--- src/rtl/cla_pkg.sv ---
// Shared constants and types for the pipelined carry-lookahead adder.
package cla_pkg;

    localparam int GROUP = 4;

    // Per-group propagate, generate and resulting sum bits.
    typedef struct packed {
        logic [GROUP-1:0] p;
        logic [GROUP-1:0] g;
        logic [GROUP-1:0] s;
    } grp_pg_t;

endpackage

--- src/rtl/cla_group4.sv ---
// Combinational 4-bit carry-lookahead group: all carries are formed
// directly from P/G terms and the group carry-in.
module cla_group4
    import cla_pkg::*;
(
    input  logic [GROUP-1:0] a,
    input  logic [GROUP-1:0] b,
    input  logic             c_in,
    output logic [GROUP-1:0] sum,
    output logic             c_out,
    output logic             c_msb_in
);

    grp_pg_t        pg;
    logic [GROUP:0] c;

    always_comb begin
        pg.p = a ^ b;
        pg.g = a & b;
        c[0] = c_in;
        c[1] = pg.g[0] | (pg.p[0] & c_in);
        c[2] = pg.g[1] | (pg.p[1] & pg.g[0]) | (pg.p[1] & pg.p[0] & c_in);
        c[3] = pg.g[2] | (pg.p[2] & pg.g[1]) | (pg.p[2] & pg.p[1] & pg.g[0])
             | (pg.p[2] & pg.p[1] & pg.p[0] & c_in);
        c[4] = pg.g[3] | (pg.p[3] & pg.g[2]) | (pg.p[3] & pg.p[2] & pg.g[1])
             | (pg.p[3] & pg.p[2] & pg.p[1] & pg.g[0])
             | (pg.p[3] & pg.p[2] & pg.p[1] & pg.p[0] & c_in);
        pg.s = pg.p ^ c[GROUP-1:0];
    end

    assign sum      = pg.s;
    assign c_out    = c[GROUP];
    assign c_msb_in = c[GROUP-1];

endmodule

--- src/rtl/cla_pipe_adder.sv ---
// Pipelined adder/subtractor: one 4-bit lookahead group per stage, the group
// carry registered between stages, with a single global advance enable.
module cla_pipe_adder #(
    parameter int WIDTH = 16,
    parameter int GROUP = 4
) (
    input  logic             clk,
    input  logic             rst_n,
    input  logic             in_valid,
    output logic             in_ready,
    input  logic [WIDTH-1:0] a,
    input  logic [WIDTH-1:0] b,
    input  logic             cin,
    input  logic             sub,
    output logic             out_valid,
    input  logic             out_ready,
    output logic [WIDTH-1:0] sum,
    output logic             cout,
    output logic             ovf
);

    localparam int NGROUPS = WIDTH / GROUP;

    logic                          adv;
    logic [WIDTH-1:0]              b_eff;
    logic                          c0;
    logic [NGROUPS-1:0]            vld_p;
    logic [WIDTH-1:0]              a_p   [NGROUPS];
    logic [WIDTH-1:0]              b_p   [NGROUPS];
    logic [WIDTH-1:0]              sum_p [NGROUPS];
    logic                          c_p   [NGROUPS];
    logic [NGROUPS-1:0][GROUP-1:0] grp_a;
    logic [NGROUPS-1:0][GROUP-1:0] grp_b;
    logic [NGROUPS-1:0][GROUP-1:0] grp_sum;
    logic [NGROUPS-1:0]            grp_cin;
    logic [NGROUPS-1:0]            grp_cout;
    logic [NGROUPS-1:0]            grp_cmsb;
    logic [WIDTH-1:0]              sum_prev;

    assign adv       = ~out_valid | out_ready;
    assign in_ready  = adv;
    assign out_valid = vld_p[NGROUPS-1];
    // Subtraction is A + ~B + 1; the external carry-in is ignored then.
    assign b_eff     = sub ? ~b : b;
    assign c0        = sub ? 1'b1 : cin;

    for (genvar k = 0; k < NGROUPS; k++) begin : g_stage
        if (k == 0) begin : g_first
            assign grp_a[k]   = a[GROUP-1:0];
            assign grp_b[k]   = b_eff[GROUP-1:0];
            assign grp_cin[k] = c0;
        end else begin : g_next
            assign grp_a[k]   = a_p[k-1][GROUP*k +: GROUP];
            assign grp_b[k]   = b_p[k-1][GROUP*k +: GROUP];
            assign grp_cin[k] = c_p[k-1];
        end

        cla_group4 u_group (
            .a        (grp_a[k]),
            .b        (grp_b[k]),
            .c_in     (grp_cin[k]),
            .sum      (grp_sum[k]),
            .c_out    (grp_cout[k]),
            .c_msb_in (grp_cmsb[k])
        );
    end

    if (NGROUPS == 1) begin : g_prev_none
        assign sum_prev = '0;
    end else begin : g_prev_reg
        assign sum_prev = sum_p[NGROUPS-2];
    end

    // Stages 0..NGROUPS-2: operands ride along, finished sum bits accumulate.
    always_ff @(posedge clk) begin
        if (adv) begin
            a_p[0]                <= a;
            b_p[0]                <= b_eff;
            c_p[0]                <= grp_cout[0];
            sum_p[0]              <= '0;
            sum_p[0][GROUP-1:0]   <= grp_sum[0];
            for (int k = 1; k < NGROUPS - 1; k++) begin
                a_p[k]                   <= a_p[k-1];
                b_p[k]                   <= b_p[k-1];
                c_p[k]                   <= grp_cout[k];
                sum_p[k]                 <= sum_p[k-1];
                sum_p[k][GROUP*k +: GROUP] <= grp_sum[k];
            end
        end
    end

    // Final stage and all valid bits: cleared by reset, frozen during stall.
    always_ff @(posedge clk or negedge rst_n) begin
        if (!rst_n) begin
            vld_p <= '0;
            sum   <= '0;
            cout  <= 1'b0;
            ovf   <= 1'b0;
        end else if (adv) begin
            vld_p[0] <= in_valid;
            for (int k = 1; k < NGROUPS; k++) begin
                vld_p[k] <= vld_p[k-1];
            end
            sum                     <= sum_prev;
            sum[WIDTH-1 -: GROUP]   <= grp_sum[NGROUPS-1];
            cout                    <= grp_cout[NGROUPS-1];
            ovf                     <= grp_cmsb[NGROUPS-1] ^ grp_cout[NGROUPS-1];
        end
    end

endmodule

--- config.mk ---
export PLATFORM = sky130hd
export DESIGN_NAME = cla_pipe_adder
export DESIGN_NICKNAME = d
export VERILOG_FILES = /design/src/rtl/cla_pkg.sv /design/src/rtl/cla_group4.sv /design/src/rtl/cla_pipe_adder.sv
export SDC_FILE = /design/constraint.sdc
export NUM_CORES = 1
export LEC_CHECK = 0
export ABC_AREA = 1
export CAP_MARGIN = 5
export CORE_MARGIN = 3
export CORE_UTILIZATION = 26
export CTS_CLUSTER_DIAMETER = 200
export DETAILED_ROUTE_END_ITERATION = 8
export GPL_TIMING_DRIVEN = 0
export PLACE_DENSITY_LB_ADDON = 0.3
export SYNTH_ARGS = -nofsm -noshare
export SYNTH_HDL_FRONTEND = slang
export SYNTH_HIERARCHICAL = 1
export SYNTH_SLANG_ARGS = --single-unit
export TNS_END_PERCENT = 5
--- constraint.sdc ---
create_clock -name clk -period 1.5 [get_ports clk]
set_input_delay 0.15 -clock clk [delete_from_list [all_inputs] [get_ports clk]]
set_output_delay 0.15 -clock clk [all_outputs]
set_load 0.02 [all_outputs]
==> results by group <==
Power and ir drop
  • Clk pwr share: 24.3%
  • Pleak: between 2 and 2.5 nW
  • Comb power frac: 32.6%
  • Peak supply drop: 0.000533 V
  • Switching share of power: 31.0%
  • Sequential share of power: 43.1%
  • Switch Pwr: 3.31 mW
  • Internal power: 7.38 mW
  • PD cells: 1960 nW/um2

Timing
  • Slew at the pin with the worst max-slew slack: around 1000 ps
  • Skew final: 7.72 ps
  • Setup violations, final: 0
  • Max_slew headroom: roughly 34%
  • Final setup TNS: 0 ps
  • RSZ-0062 raised after global routing: yes
  • Hold Vio Cnt, Final: 0
  • Post-layout min period: 1460 ps
  • Slew Limit Fails: 0
  • Setup ws final: 44.7 ps
  • Final period utilization: 97.0%
  • Maximum clock frequency: 687 MHz

Final layout
  • Most common cell after layout, fill and taps aside: nand2_1
  • Nets@finish: 440
  • Commonest non-fill, non-tap cells in the layout: nand2_1 (78), edfxtp_1 (75), clkdlybuf4s50_1 (40)
  • Area of the multi-input gates: 1160 um2
  • Antenna cells: 0
  • Core Util, Final: 35.7%
  • FF/Latch Area: 2800 um2
  • Design area: 5450 um2
  • Share of cells above drive strength 1: 14.2%
  • Area grow syn2layout: 34.1%
  • Fillers: 1503

Yosys
  • Synth Instances: 310
  • Post-synthesis register bit count: 97
  • Syn Nets: between 300 and 400
  • Top cell type's share of synthesized area: 55.4%
  • Synth cell types: 23
  • Sequential-to-total area share from yosys stat: 69.0%
  • Syn_area_per_cell: 13.1 um2
  • Synth top area cells: edfxtp_1 (55%), dfrtp_1 (14%), nand2_1 (7.4%), ha_1 (4.9%), xor2_1 (3.7%)
  • Mapped Area: 4060 um2
  • Area leader, netlist: edfxtp_1
  • Synth Warn #: 18

Worst setup path
  • Crit path required time: 1350 ps
  • Setup crit start kind: flop
  • Cell Chain, Critical Path: clkdlybuf4s50_1
  • Crit path max-delay family: buffers and inverters
  • Kind of critical path: flop to output port
  • CP max stage delay: 610 ps
  • Slowest-stage cell, CP: clkdlybuf4s50_1
  • Crit path max fanout: 2
  • Worst Path Buf+Inv: 1
  • WP data arrival: 1310 ps
  • Crit. End Element: output port

Routing
  • Drt drc: 0
  • Routed WL per cell: 11.8 um
  • Total wire length: 7.07 mm
  • Via count: 2307
  • First-pass detailed-route iteration total: 4
  • Routed Antenna Nets: 0
  • Drt via density: 3.86
  • Starting DRT DRC Count: 96

Clocking
  • Worst-path clk slew: 70 ps
  • Clk root buf: clkbuf_16
  • Htree depth: 3
  • CTS tree: yes
  • Num CTS Buffers: 9
  • Clk sinks: between 90 and 100
  • Clock Latency Late Sink: 340 ps
  • Clk buf depth: 2

Placed design
  • Place WS: -891 ps
  • Placer Congestion: a little over 0.7
  • DP HPWL: between 4 and 5 mm
  • Port bufs: 56
  • Placed cell area: 4900 um2

Global routing
  • First-pass GRT wire length: 11.3 mm
  • Initial antenna violation count: 0
  • GRT Resource Usage Total: roughly 8.8%
  • Vias in the first global route: 2324
  • Largest net degree at the start of global routing: 43
  • Gr ovfl total: 0

Die
  • Die Y-Extent: 131 um
  • Core Region: between 15000 and 20000 um2
  • Row cnt: 45
  • Initial Util: 26.6%
  • # IOs: 58
  • Die area: 17200 um2
  • Die width: 131 um

Run
  • Max Cap Viol: 0

Hold path
  • Worst hold path class: input port to flop

Status
  • Status: finished clean
-- area by class of cell --
cell class / instances / area share [%]
sequential: 97 / 51.4
timing repair buffer: 61 / 12.4
multi-input combinational: 177 / 21.3
buffer: 6 / 1.70
tap: 211 / 4.84
clock buffer: 9 / 4.13
clock inverter: 7 / 2.13
inverter: 30 / 2.07
-- power groups by stage --
stage	Combinational (mW)	Clock (mW)	Sequential [mW]
4_1_cts	3.42	2.69	4.61
2_1_floorplan	1.79	0	4.85
6_report	3.49	2.60	4.61
5_1_grt	3.94	2.78	4.72
3_5_place_dp	3.21	0	4.65
3_3_place_gp	3.12	0	4.63
-- worst paths after layout --
kind	from	to	slack [ps]	depth (start not counted)
setup / recovery	sum[15]$_DFFE_PN0P_	sum[15]	40	1
hold / removal	sub	b_p[0][10]$_DFFE_PP_	140	2
setup reg to reg	b_p[0][45]$_DFFE_PP_	ovf$_DFFE_PN0P_	50	9
hold reg to reg	sum_p[1][4]$_DFFE_PP_	sum_p[2][4]$_DFFE_PP_	420	0
max in group asynchronous	rst_n	sum[3]$_DFFE_PN0P_	540	1
min in group asynchronous	rst_n	sum[12]$_DFFE_PN0P_	350	1
-- synth_stat cells --
library cell   n
nand2_1       80
edfxtp_1      75
inv_1         29
dfrtp_1       22
xor2_1        17
ha_1          16
nand3_1       16
nand2_2       14
nand4_1        8
a21oi_1        4
buf_6          4
fa_1           4
nor2_1         4
or2_1          4
o21ai_0        3
xnor2_1        3
buf_4          1
buf_8          1
inv_2          1
nand3_2        1
nor2_4         1
o21ai_1        1
or2_2          1
-- cell families after synthesis --
kind of cell               synth area share (%)
and+or+nand+nor                            14.4
DFF                                        69.0
buffers and inverters                      4.43
xor gates and xnor gates                   4.31
adders and majority gates                  6.90
AOI/OAI and AO/OA                         0.985
-- per-layer routing --
metal / share of wire, % / GRT usage, % / routed length [um]
met3: 4.7 / 2.68 / 333
met5: 0 / 0 / 0
met1: 47 / 11.6 / 3340
met4: 2.5 / 4.78 / 177
met2: 46 / 12.9 / 3220
-- per-stage QoR --
stage | hold WS, ps | total power [mW] | std cells
2_1_floorplan | -146 | 6.63 | 310
3_5_place_dp | 405 | 7.87 | 577
4_1_cts | 130 | 10.7 | 596
6_report | 140 | 10.7 | 598
3_3_place_gp | 405 | 7.74 | 577
5_1_grt | 135 | 11.4 | 598
-- state kept, by name (all words and copies together) (netlist names) --
register / count
sum: 16
cout: 1
b_p: 24
ovf: 1
c_p: 3
sum_p: 24
vld_p: 4
a_p: 24
-- timing repair --
action                                  in CTS  in global routing
gates resized for setup                     12                 21
endpoints found under the setup margin      81                 19
endpoints found under the hold margin        0                  0
hold buffers                                 0                  0
cloned                                       2                  0
pin swaps                                    2                  2
setup buffers                                1                  2
No activity file was read; power rests on OpenSTA's default activity.
